`config.mk`:
```
export PLATFORM = sky130hd
export DESIGN_NAME = axi4_lite_master
export DESIGN_NICKNAME = d
export VERILOG_FILES = /design/src/rtl/axi4_lite_master.sv
export SDC_FILE = /design/constraint.sdc
export NUM_CORES = 1
export LEC_CHECK = 0
export CAP_MARGIN = 20
export CORE_UTILIZATION = 40
export CTS_CLUSTER_SIZE = 28
export DETAILED_ROUTE_END_ITERATION = 12
export GPL_TIMING_DRIVEN = 1
export PLACE_DENSITY_LB_ADDON = 0.1
export REMOVE_ABC_BUFFERS = 1
export SKIP_CTS_REPAIR_TIMING = 1
export SLEW_MARGIN = 20
export SYNTH_ARGS = -nofsm -noshare
export SYNTH_HDL_FRONTEND = slang
export SYNTH_SLANG_ARGS = --single-unit
```
`constraint.sdc`:
```
create_clock -name ACLK -period 1.9 [get_ports ACLK]
set_input_delay 0.38 -clock ACLK [delete_from_list [all_inputs] [get_ports ACLK]]
set_output_delay 0.38 -clock ACLK [all_outputs]
set_load 0.05 [all_outputs]
```
`src/rtl/axi4_lite_master.sv`:
```
// AXI4-Lite master: turns single-beat register commands into AW/W/B or AR/R transactions.
// One transaction in flight; completion reported as a one-cycle rsp_done pulse.
module axi4_lite_master #(
  parameter int unsigned ADDR_W = 4,
  parameter int unsigned DATA_W = 32
) (
  input  logic              ACLK,
  input  logic              ARESETn,
  input  logic              cmd_valid,
  output logic              cmd_ready,
  input  logic              cmd_write,
  input  logic [ADDR_W-1:0] cmd_addr,
  input  logic [DATA_W-1:0] cmd_wdata,
  output logic              rsp_done,
  output logic [DATA_W-1:0] rsp_rdata,
  output logic [1:0]        rsp_resp,
  output logic [ADDR_W-1:0] AWADDR,
  output logic              AWVALID,
  input  logic              AWREADY,
  output logic [DATA_W-1:0] WDATA,
  output logic              WVALID,
  input  logic              WREADY,
  input  logic [1:0]        BRESP,
  input  logic              BVALID,
  output logic              BREADY,
  output logic [ADDR_W-1:0] ARADDR,
  output logic              ARVALID,
  input  logic              ARREADY,
  input  logic [DATA_W-1:0] RDATA,
  input  logic              RVALID,
  output logic              RREADY,
  input  logic [1:0]        RRESP
);

  typedef enum logic [1:0] {StIdle, StWrite, StRead, StDone} state_e;

  state_e state_q;
  logic   aw_done, w_done, b_done, ar_done, r_done;
  logic   aw_hs, w_hs, b_hs, ar_hs, r_hs;
  logic   wr_fin, rd_fin;

  assign aw_hs = AWVALID & AWREADY;
  assign w_hs  = WVALID & WREADY;
  assign b_hs  = BVALID & BREADY;
  assign ar_hs = ARVALID & ARREADY;
  assign r_hs  = RVALID & RREADY;

  // Handshakes completing this cycle count towards the exit condition.
  assign wr_fin = (aw_done | aw_hs) & (w_done | w_hs) & (b_done | b_hs);
  assign rd_fin = (ar_done | ar_hs) & (r_done | r_hs);

  assign cmd_ready = (state_q == StIdle);

  always_ff @(posedge ACLK) begin
    if (!ARESETn) begin
      state_q   <= StIdle;
      AWVALID   <= 1'b0;
      WVALID    <= 1'b0;
      BREADY    <= 1'b0;
      ARVALID   <= 1'b0;
      RREADY    <= 1'b0;
      rsp_done  <= 1'b0;
      AWADDR    <= '0;
      ARADDR    <= '0;
      WDATA     <= '0;
      rsp_rdata <= '0;
      rsp_resp  <= 2'b00;
      aw_done   <= 1'b0;
      w_done    <= 1'b0;
      b_done    <= 1'b0;
      ar_done   <= 1'b0;
      r_done    <= 1'b0;
    end else begin
      rsp_done <= 1'b0;
      case (state_q)
        StIdle: begin
          if (cmd_valid) begin
            AWADDR <= cmd_addr;
            ARADDR <= cmd_addr;
            WDATA  <= cmd_wdata;
            if (cmd_write) begin
              state_q <= StWrite;
              AWVALID <= 1'b1;
              WVALID  <= 1'b1;
              BREADY  <= 1'b1;
            end else begin
              state_q <= StRead;
              ARVALID <= 1'b1;
              RREADY  <= 1'b1;
            end
          end
        end
        StWrite: begin
          if (aw_hs) begin
            AWVALID <= 1'b0;
            aw_done <= 1'b1;
          end
          if (w_hs) begin
            WVALID <= 1'b0;
            w_done <= 1'b1;
          end
          // An early B response is kept; the pending AW/W channel keeps driving.
          if (b_hs && !b_done) begin
            rsp_resp <= BRESP;
            b_done   <= 1'b1;
          end
          if (wr_fin) begin
            BREADY   <= 1'b0;
            rsp_done <= 1'b1;
            state_q  <= StDone;
          end
        end
        StRead: begin
          if (ar_hs) begin
            ARVALID <= 1'b0;
            ar_done <= 1'b1;
          end
          if (r_hs) begin
            RREADY    <= 1'b0;
            r_done    <= 1'b1;
            rsp_rdata <= RDATA;
            rsp_resp  <= RRESP;
          end
          if (rd_fin) begin
            rsp_done <= 1'b1;
            state_q  <= StDone;
          end
        end
        StDone: begin
          aw_done <= 1'b0;
          w_done  <= 1'b0;
          b_done  <= 1'b0;
          ar_done <= 1'b0;
          r_done  <= 1'b0;
          state_q <= StIdle;
        end
        default: state_q <= StIdle;
      endcase
    end
  end

endmodule

```
==> impl_metrics.json <==
{
  "result_of_the_run": "complete, no violations",
  "ys_dominant_reg_cell": "sky130_fd_sc_hd__dfxtp_1",
  "clkSinkCount": 83,
  "postPlaceCellArea_um2": 4897,
  "number_of_enable_type_register_cells_in_the_synthesized_netlist": 0,
  "muxShareOfSynthArea_pct": 0.6226,
  "total_grt_overflow": 0,
  "critical_path_arrival_ns": 1.49,
  "initial_utilization_pct": 41.40,
  "post_synth_inst_count": 401,
  "core.rowCount": 32,
  "routed_via_density": 4.813,
  "critPathKind": "flop to primary output",
  "cts_max_level": 3,
  "setup.worst_path.start_class": "flop",
  "syn_std_cell_area_um2": 3216,
  "worst-slew-pin-transition_ns": 0.5464,
  "drtIter0Drc": 144,
  "dr.pass1.iters": 4,
  "timing_max_transition_violations_final": 0,
  "clk_root_buffer_cell": "sky130_fd_sc_hd__clkbuf_8",
  "syn_area_per_cell_um2": 8.019,
  "stdcell_area_um2": 5219,
  "die_h_um": 91.66,
  "cp.required_ns": 1.52,
  "placement.io_buffers": 161,
  "clock_tree_from_tritoncts": "done",
  "synth_area_in_compound_gates_pct": 19.14,
  "most_frequent_cells_in_the_layout": "142 x sky130_fd_sc_hd__nand2_1, 94 x sky130_fd_sc_hd__clkdlybuf4s50_1, 83 x sky130_fd_sc_hd__dfxtp_1, 83 x sky130_fd_sc_hd__a21oi_1, 47 x sky130_fd_sc_hd__dlymetal6s2s_1",
  "worstRegToRegCells": 7,
  "crit_path_max_fanout": 2,
  "total_leakage_power_nw": 2.692,
  "synth_xor_xnor_area_share_pct": 0,
  "worstSetupPathDepth": 1,
  "fillerInstances": 671,
  "antenna-diode-count": 0,
  "setup-violations-final": 0,
  "grt_max_degree": 46,
  "final.period_utilization_pct": 98.65,
  "synthAdderAreaFrac_pct": 1.556,
  "final_cells": 662,
  "cp_slowest_cell": "sky130_fd_sc_hd__clkdlybuf4s50_1",
  "power.ir.vdd_worst_mv": 0.7326,
  "type_of_element_capturing_the_critical_path": "primary output",
  "timing.final.ws_setup_ns": 0.02566,
  "area_overhead_of_the_layout_relative_to_synthesis_pct": 62.30,
  "proportion_of_layout_cells_with_a_drive_suffix_above_1_pct": 9.643,
  "post_synthesis_async_set_or_reset_flop_share_pct": 0,
  "synth_simple_gate_area_share_pct": 21.17,
  "gp_congestion": 0.8513,
  "timing.final.crit_period_ns": 1.874,
  "detail_route_antenna_nets": 0,
  "dp.final_hpwl_um": 6028,
  "clkSlewWorstSetupHoldPaths_ns": 0.08,
  "number_of_distinct_library_cell_variants_in_the_gate_level_netlist_after_synthesis": 35,
  "placeableCoreArea_um2": 7767,
  "crit_path_cell_trace": "clkdlybuf4s50_1",
  "clock_skew_ns": 0.008690,
  "worst_hold_path.num_cells": 2,
  "min-delay-path-class": "flop to flop",
  "layout.cells.most_common": "sky130_fd_sc_hd__nand2_1",
  "globalRouteTotalUtil_pct": 20.61,
  "die-area_um2": 8402,
  "nets": 640,
  "synth.yosys.seq_area_share_pct": 51.67,
  "tritoncts.num_buffers": 9,
  "slew-limit-headroom_pct": 63.51,
  "max_stage_delay_ns": 0.81,
  "post_drt_wl_per_cell_um": 13.03,
  "yosysWarningCount": 0,
  "path_delay_family": "buffers and inverters",
  "critical_path.n_buffers_inverters": 1,
  "achievable-frequency_ghz": 0.5335,
  "dpl.cell_count": 646,
  "power-per-cell-area_nw_per_um2": 1183,
  "timing_hold_violations_final": 0,
  "antenna_found_initial": 0,
  "finalCoreUtilization_pct": 67.19,
  "cap_violations": 0,
  "dr_total_vias": 3186,
  "rsz0062_at_grt": "false",
  "cts.path.max_buffers": 2,
  "chipWidth_um": 91.66,
  "clk_latency_worst_skew_pair_ns": 0.34,
  "dpl_worst_slack_ns": 0.06704,
  "main_combinational_cell_family_by_area_after_synthesis": "simple AND/OR/NAND/NOR gates",
  "power_total_mw": 6.174,
  "ys_seq_elements": 83,
  "post-route-drc-count": 0,
  "finalWirelength_um": 8625,
  "pin_count": 162,
  "via_count_of_the_first_global_routing_pass": 2988,
  "grt_pass1_wl_um": 13960
}
==> cell usage after synthesis (3+ instances only) <==
master / n / area share [%]
sky130_fd_sc_hd__inv_1: 5 / 0.58
sky130_fd_sc_hd__a21bo_2: 3 / 0.93
sky130_fd_sc_hd__a21oi_1: 83 / 13
sky130_fd_sc_hd__buf_2: 12 / 1.9
sky130_fd_sc_hd__buf_4: 9 / 2.1
sky130_fd_sc_hd__ha_1: 4 / 1.6
sky130_fd_sc_hd__clkbuf_1: 6 / 0.70
sky130_fd_sc_hd__o21ai_0: 5 / 0.78
sky130_fd_sc_hd__nand2_1: 142 / 17
sky130_fd_sc_hd__nor2_1: 12 / 1.4
sky130_fd_sc_hd__a32oi_1: 3 / 0.82
sky130_fd_sc_hd__dfxtp_1: 83 / 52
sky130_fd_sc_hd__nand3_1: 4 / 0.62
==> worst min-delay path, stage by stage (launching register included) <==
cell and delay, ns:
sky130_fd_sc_hd__dfxtp_1 0.31, sky130_fd_sc_hd__nand2_1 0.05, sky130_fd_sc_hd__a21oi_1 0.05
==> per-layer routing <==
metal	track usage, %	share of wire, %
met1	25.18	44
met2	34.02	46
met3	6.219	8.8
met4	7.804	1.8
met5	0	0
==> kinds of logic (layout without fill, tap and decap cells) <==
| kind of cell | count (synthesis) | in the layout |
|---|---|---|
| buf+inv | 35 | 194 |
| mux | 2 | 2 |
| compound gates | 108 | 108 |
| fa+ha+maj | 4 | 4 |
| simple gates | 169 | 169 |
| flops | 83 | 83 |
==> state kept, by name, summed over array words and instances (netlist names), 2 cells and up <==
| name | cells |
|---|---|
| rsp_resp | 2 |
| state_q | 2 |
| rsp_rdata | 32 |
| ARADDR | 4 |
| WDATA | 32 |
==> per-stage QoR <==
step                      setup TNS, ns  hold WS, ns
final                                 0       0.4538
after CTS                       -0.1115       0.4572
after global placement                0       0.4411
after global routing                  0       0.4719
after floorplan                  -9.448       0.4495
after detailed placement              0       0.4461
==> power breakdown <==
part           switching (mW)  internal [mW]  leakage, nW  total (mW)
sequential              0.157           1.97        0.676        2.13
combinational            1.72           1.04         1.92        2.76
clock                   0.638          0.649       0.0957        1.29
==> worst paths after layout <==
path,startpoint,endpoint,slack [ns]
worst max register to register,state_q[0],rsp_resp[1],0.20
worst min-delay path,WDATA[19],WDATA[19],0.45
worst min register to register,WDATA[19],WDATA[19],0.45
worst max-delay path,rsp_rdata[26],rsp_rdata[26],0.03
==> area by class of cell <==
class / count / area (um2) / share of cell area, %
Clock inverter: 5 / 62.56 / 1.199
Inverter: 6 / 22.52 / 0.4316
Multi-Input combinational cell: 283 / 1366 / 26.18
Tap cell: 102 / 127.6 / 2.445
Timing Repair Buffer: 172 / 1837 / 35.20
Clock buffer: 11 / 141.4 / 2.709
Sequential cell: 83 / 1662 / 31.84
(Power assumes the default switching activity.)
